==> config.mk <==
export PLATFORM = sky130hd
export DESIGN_NAME = arb_mux_flat
export DESIGN_NICKNAME = d
export VERILOG_FILES = /design/src/rtl/arb_mux_if.sv /design/src/rtl/arb_mux.sv /design/src/flat_wrapper.sv
export SDC_FILE = /design/constraint.sdc
export NUM_CORES = 1
export LEC_CHECK = 0
export BUFFER_PORTS_ARGS = -buffer_cell sky130_fd_sc_hd__buf_2
export CORE_MARGIN = 4
export CORE_UTILIZATION = 47
export CTS_CLUSTER_DIAMETER = 40
export DETAILED_ROUTE_END_ITERATION = 16
export PLACE_DENSITY = 0.95
export SLEW_MARGIN = 5
export SYNTH_ARGS = -nofsm -noshare
export SYNTH_HDL_FRONTEND = slang
export SYNTH_SLANG_ARGS = --single-unit
==> constraint.sdc <==
create_clock -name clk -period 6.8 [get_ports clk]
set_clock_uncertainty 0.2 [all_clocks]
set_input_delay 1.02 -clock clk [delete_from_list [all_inputs] [get_ports clk]]
set_output_delay 1.02 -clock clk [all_outputs]
set_load 0.02 [all_outputs]
==> src/rtl/arb_mux_if.sv <==
`default_nettype none
// ============================================================================
// Module   : arb_mux_if
// Purpose  : Stream bus between NCH producers, the arb_mux and one consumer.
//            Carries in_last only when ARB_MUX_LOCK_EN is defined.
// Revision : 1.0 - initial release
// ============================================================================
interface arb_mux_if #(
   parameter int WIDTH = 32,
   parameter int NCH   = 4
);
   localparam int SELW = $clog2(NCH);

   logic                 mode;
   logic [SELW-1:0]      sel;
   logic [NCH*WIDTH-1:0] in_data;
   logic [NCH-1:0]       in_valid;
   logic [NCH-1:0]       in_ready;
`ifdef ARB_MUX_LOCK_EN
   logic [NCH-1:0]       in_last;
`endif
   logic [WIDTH-1:0]     out_data;
   logic [SELW-1:0]      out_ch;
   logic                 out_valid;
   logic                 out_ready;

   modport slave (
`ifdef ARB_MUX_LOCK_EN
      input  in_last,
`endif
      input  mode, sel, in_data, in_valid, out_ready,
      output in_ready, out_data, out_ch, out_valid
   );

   modport master (
`ifdef ARB_MUX_LOCK_EN
      output in_last,
`endif
      output mode, sel, in_data, in_valid, out_ready,
      input  in_ready, out_data, out_ch, out_valid
   );
endinterface
`default_nettype wire

==> src/rtl/arb_mux.sv <==
`default_nettype none
// ============================================================================
// Module   : arb_mux
// Purpose  : N-channel registered stream mux, explicit-select or round-robin.
//            Optional packet lock enabled by defining ARB_MUX_LOCK_EN.
// Revision : 1.0 - initial release
// ============================================================================
module arb_mux #(
   parameter int WIDTH = 32,
   parameter int NCH   = 4
) (
   input  wire logic   clk,
   input  wire logic   rst_n,
   arb_mux_if.slave    bus
);
   localparam int SELW = $clog2(NCH);

   logic                 r_out_valid;
   logic [WIDTH-1:0]     r_out_data;
   logic [SELW-1:0]      r_out_ch;
   logic [SELW-1:0]      r_rr_ptr;

   logic                 w_can_load;
   logic                 w_xfer;
   logic [NCH-1:0]       w_grant;
   logic                 w_found;
   logic [SELW-1:0]      w_idx;
   logic [SELW-1:0]      w_ch;
   logic [WIDTH-1:0]     w_data;

`ifdef ARB_MUX_LOCK_EN
   typedef enum logic [0:0] {
      S_OPEN   = 1'b0,
      S_LOCKED = 1'b1
   } lock_state_t;

   lock_state_t          r_lock_state;
   lock_state_t          w_lock_next;
   logic [SELW-1:0]      r_lock_ch;
   logic [SELW-1:0]      w_lock_ch_next;
`endif

   assign w_can_load = !r_out_valid || bus.out_ready;

   // Rotating search begins one past the last round-robin winner.
   always_comb begin
      w_grant = '0;
      w_found = 1'b0;
      w_idx   = '0;
`ifdef ARB_MUX_LOCK_EN
      if (r_lock_state == S_LOCKED) begin
         for (int i = 0; i < NCH; i++) begin
            if (r_lock_ch == SELW'(i)) w_grant[i] = bus.in_valid[i];
         end
      end else
`endif
      if (!bus.mode) begin
         for (int i = 0; i < NCH; i++) begin
            if (bus.sel == SELW'(i)) w_grant[i] = bus.in_valid[i];
         end
      end else begin
         for (int k = 1; k <= NCH; k++) begin
            w_idx = SELW'((int'(r_rr_ptr) + k) % NCH);
            if (!w_found && bus.in_valid[w_idx]) begin
               w_grant[w_idx] = 1'b1;
               w_found        = 1'b1;
            end
         end
      end
   end

   always_comb begin
      w_ch   = '0;
      w_data = '0;
      for (int i = 0; i < NCH; i++) begin
         if (w_grant[i]) begin
            w_ch   = SELW'(i);
            w_data = bus.in_data[i*WIDTH +: WIDTH];
         end
      end
   end

   assign w_xfer       = w_can_load && (|w_grant);
   assign bus.in_ready = w_grant & {NCH{w_can_load}};

   always_ff @(posedge clk or negedge rst_n) begin
      if (!rst_n) begin
         r_out_valid <= 1'b0;
         r_out_data  <= '0;
         r_out_ch    <= '0;
         r_rr_ptr    <= SELW'(NCH - 1);
      end else if (w_can_load) begin
         r_out_valid <= w_xfer;
         if (w_xfer) begin
            r_out_data <= w_data;
            r_out_ch   <= w_ch;
            if (bus.mode) r_rr_ptr <= w_ch;
         end
      end
   end

`ifdef ARB_MUX_LOCK_EN
   always_ff @(posedge clk or negedge rst_n) begin
      if (!rst_n) begin
         r_lock_state <= S_OPEN;
         r_lock_ch    <= '0;
      end else begin
         r_lock_state <= w_lock_next;
         r_lock_ch    <= w_lock_ch_next;
      end
   end

   // A beat without in_last pins the grant to its channel until the packet ends.
   always_comb begin
      w_lock_next    = r_lock_state;
      w_lock_ch_next = r_lock_ch;
      if (w_xfer) begin
         if (bus.in_last[w_ch]) begin
            w_lock_next = S_OPEN;
         end else begin
            w_lock_next    = S_LOCKED;
            w_lock_ch_next = w_ch;
         end
      end
   end
`endif

   assign bus.out_valid = r_out_valid;
   assign bus.out_data  = r_out_data;
   assign bus.out_ch    = r_out_ch;

endmodule
`default_nettype wire
==> src/flat_wrapper.sv <==
// flat-port wrapper written by rule: the top's interface ports become plain ports
module arb_mux_flat 
#(
   parameter int WIDTH = 32,
   parameter int NCH   = 4
)
  (clk, rst_n, bus_mode, bus_sel, bus_in_data, bus_in_valid, bus_out_ready, bus_in_ready, bus_out_data, bus_out_ch, bus_out_valid);
  arb_mux_if #(.WIDTH(WIDTH), .NCH(NCH)) bus_i ();
  input  wire logic clk;
  input  wire logic rst_n;
  input wire logic [$bits(bus_i.mode)-1:0] bus_mode;
  input wire logic [$bits(bus_i.sel)-1:0] bus_sel;
  input wire logic [$bits(bus_i.in_data)-1:0] bus_in_data;
  input wire logic [$bits(bus_i.in_valid)-1:0] bus_in_valid;
  input wire logic [$bits(bus_i.out_ready)-1:0] bus_out_ready;
  output wire logic [$bits(bus_i.in_ready)-1:0] bus_in_ready;
  output wire logic [$bits(bus_i.out_data)-1:0] bus_out_data;
  output wire logic [$bits(bus_i.out_ch)-1:0] bus_out_ch;
  output wire logic [$bits(bus_i.out_valid)-1:0] bus_out_valid;
  assign bus_i.mode = bus_mode;
  assign bus_i.sel = bus_sel;
  assign bus_i.in_data = bus_in_data;
  assign bus_i.in_valid = bus_in_valid;
  assign bus_i.out_ready = bus_out_ready;
  assign bus_in_ready = bus_i.in_ready;
  assign bus_out_data = bus_i.out_data;
  assign bus_out_ch = bus_i.out_ch;
  assign bus_out_valid = bus_i.out_valid;
  arb_mux #(.WIDTH(WIDTH), .NCH(NCH)) u_core (.clk(clk), .rst_n(rst_n), .bus(bus_i));
endmodule
==> flow_metrics.py <==
metrics = {
    "yosys": {
        "seq_area_frac_synth": 0.326,
        "avgSynthCellArea_um2": 7.97,
        "synth-edff-count": 0,
        "synth-seq-cells": 37,
        "synthCells": 357,
        "async_flop_share": 1.00,
        "syn-cell-area_um2": 2850,
        "synthTopCellsByArea": "dfrtp_1 31%, o221ai_1 9.9%, nor3b_1 8.7%, a31oi_1 8.4%, o21ai_0 5.6%",
        "synthMuxAreaShare": 0.0317,
        "synth_compound_area_frac": 0.290,
        "synth-simple-area-share": 0.209,
        "synth_top_area_cell": "dfrtp_1",
        "synth_cell_types": 30,
        "synth_ff_type": "dfrtp_1",
        "synth_most_common_cell": "nand2_1",
        "synth-xor-area-share": 0,
        "syn-num-nets": 503,
        "synth_top_family_by_area": "compound AO/OA/AOI/OAI gates",
        "yosys.area_share.adder": 0.0352,
        "yosysWarnings": 0,
        "synth.top_cell.area_share": 0.308,
        "synth_common_cells": "39 x nand2_1, 38 x a31oi_1, 38 x inv_1, 38 x nor2_1, 35 x dfrtp_1",
    },
    "layout": {
        "antenna_cells": 0,
        "drive_above_1_share": 0.388,
        "nets": 656,
        "synthToLayoutAreaGrowth_pct": 33.4,
        "finalInstanceArea_um2": 3800,
    },
    "hold_path": {
        "min_from": "u_core.bus.out_ch[1]$_DFFE_PN0P_",
        "holdPathEnd": "u_core.bus.out_ch[1]$_DFFE_PN0P_",
        "holdPathStages": 2,
        "holdCritPathClass": "flip-flop to flip-flop",
    },
    "floorplan": {
        "core_region_area_um2": 5890,
        "dieArea_um2": 7360,
        "fp.dieW_um": 85.8,
        "initial_core_util": 0.483,
        "rows": 28,
        "die_h_um": 85.8,
        "pin_count": 177,
    },
    "clock_tree": {
        "cts_root_buffer": "clkbuf_8",
        "worstSkewPairLatency_ns": 0.28,
        "clk_pin_slew_ns": 0.06,
        "cts_buffers": 5,
        "post_cts_buffers": 0,
        "cts_tree": "yes",
        "cts_hold_repair.buffers": 0,
        "cts_resized": 0,
        "h-tree-depth": 2,
        "max-clock-path-buffers": 2,
        "cts_sinks": 37,
    },
    "sta": {
        "hold_ws_ns": 0.337,
        "setup_viol": 0,
        "fin_crit_sh": 0.735,
        "hold_viol": 0,
        "timing.slew.headroom": 0.318,
        "rsz0062_at_grt": "no",
        "period_minus_slack_ns": 5.00,
        "fin_tns_setup_ns": 0,
        "max_freq_mhz": 200,
        "worst_slew_pin_slew_ns": 1.02,
        "drv_slew": 0,
    },
    "pwr": {
        "swShare": 0.490,
        "seqPwrFrac": 0.284,
        "p_int_w": 0.000739,
        "ir_worst_vdd_uv": 193,
        "p_switching_w": 0.000710,
        "p_leak_nw": 1.84,
        "p_total_w": 0.00145,
        "power_density_nw_per_um2": 382,
        "comb_power_share": 0.610,
        "pwr-share-clk": 0.107,
    },
    "grt": {
        "antenna_found_initial": 0,
        "grt.total_usage": 0.243,
        "use_met1": 0.286,
        "grt_max_degree": 69,
        "grt-ovfl-total": 0,
        "top_usage_layer": "met2",
        "met2_usage": 0.447,
        "grt_pass1_vias": 3169,
        "gr-usage-met3": 0.0471,
        "grt_pass1_wl_mm": 14.4,
    },
    "place": {
        "gp_congestion": 0.878,
        "dp_hpwl_mm": 6.92,
        "io_buffers": 176,
        "postPlaceCellArea_um2": 3710,
    },
    "worst_setup_path": {
        "worstSetupPathType": "flip-flop to output pin",
        "critPathMaxFanout": 18,
        "worst-r2r-setup-slack_ns": 2.14,
        "r2r_cells": 11,
        "cp.arrival_ns": 3.78,
        "worstPathRequired_ns": 5.58,
        "worstReg2RegStart": "u_core.r_rr_ptr[0]$_DFFE_PN1P_",
        "critPathLaunchType": "flip-flop",
        "rr_endpoint": "u_core.r_rr_ptr[1]$_DFFE_PN1P_",
        "end_kind": "output pin",
    },
    "route": {
        "drc_errors": 0,
        "viasPerCell": 5.76,
        "detail-route-antenna-nets": 0,
        "wl_per_cell_um": 16.1,
        "dr.pass1.iters": 5,
        "routed_wl_mm": 9.41,
        "drt_iter0_markers": 143,
        "vias": 3368,
    },
    "run": {
        "cap_violations": 0,
    },
    "status": {
        "outcome": "finished clean",
    },
}
[worst max-delay path, stage by stage, from the launching register on]
cell,delay [ns]
dfstp_2,0.67
inv_1,0.14
ha_1,0.36
mux4_2,0.35
nor2b_1,0.12
a221oi_1,0.55
a31o_1,0.68
buf_4,0.37
nor2_1,0.07
buf_2,0.19
[logic make-up after synthesis]
kind of cell / Yosys count
multiplexers: 4
AND/OR/NAND/NOR: 116
AO/OA/AOI/OAI: 119
flip-flops: 37
adder cells (fa/ha/maj): 8
buffers and inverters: 73
[placed cells by master, fill, tap and decap left out]
| cell | instances |
|---|---|
| a21o_1 | 1 |
| buf_2 | 176 |
| a31oi_4 | 1 |
| nand2_1 | 39 |
| a41o_2 | 1 |
| clkbuf_8 | 6 |
| ha_1 | 8 |
| o21bai_2 | 1 |
| nor2b_1 | 2 |
| o221ai_1 | 32 |
| inv_1 | 38 |
| nor3b_1 | 33 |
| o21ai_0 | 32 |
| a41oi_4 | 1 |
| nor2_1 | 38 |
| nor4b_4 | 1 |
| nand4b_1 | 1 |
| a221oi_1 | 2 |
| a221o_1 | 1 |
| mux4_2 | 4 |
| a31o_1 | 2 |
| a21oi_1 | 6 |
| o22ai_1 | 1 |
| dfrtp_1 | 35 |
| o21ba_1 | 1 |
| a31oi_1 | 37 |
| clkbuf_1 | 1 |
| and2_1 | 2 |
| dfstp_2 | 2 |
| buf_4 | 5 |
[flip-flops by register name (all words and copies together) (netlist names)]
name                  count
u_core.bus.out_ch         2
u_core.bus.out_data      32
u_core.bus.out_valid      1
u_core.r_rr_ptr           2
[metal layers]
layer	up-vias	part of all wire
met4	0	0.011
met3	14	0.096
met2	174	0.51
li1	1592	-
met1	1588	0.38
met5	-	0
[worst max path at each step]
stage	from	slack, ns	end	cells past startpoint
CTS	u_core.r_rr_ptr[0]$_DFFE_PN1P_	1.83	bus_in_ready[3]	8
detailed placement	bus_in_valid[1]	1.90	bus_in_ready[3]	8
global placement	bus_in_valid[1]	2.03	bus_in_ready[3]	8
floorplan	bus_in_valid[2]	2.64	bus_in_ready[2]	7
global route	u_core.r_rr_ptr[0]$_DFFE_PN1P_	1.59	bus_in_ready[3]	9
finish	u_core.r_rr_ptr[0]$_DFFE_PN1P_	1.80	bus_in_ready[3]	9
[power groups by stage]
stage	Sequential [W]	Combinational [W]	Clock [W]
global placement	0.000409	0.000846	0
detailed placement	0.000413	0.000882	0
CTS	0.000411	0.000883	0.000156
finish	0.000411	0.000883	0.000154
floorplan	0.000530	0.000499	0
global route	0.000428	0.000962	0.000166
[stage by stage]
stage | utilization | cells | setup WS (ns)
after floorplan | - | 357 | 2.64
after global placement | 0.630 | 578 | 2.03
after detailed placement | 0.630 | 578 | 1.90
after CTS | 0.645 | 585 | 1.83
after global routing | 0.645 | 585 | 1.59
final | 0.645 | 585 | 1.80
[final cells by class]
| cell class | count | area [um^2] |
|---|---|---|
| inverters | 38 | 143 |
| clock buffers | 7 | 86.3 |
| fillers | 513 | 2090 |
| flip-flops and latches | 37 | 928 |
| multi-input cells | 247 | 1630 |
| well taps | 75 | 93.8 |
| repair buffers | 181 | 918 |
No activity file was read; power rests on OpenSTA's default activity.
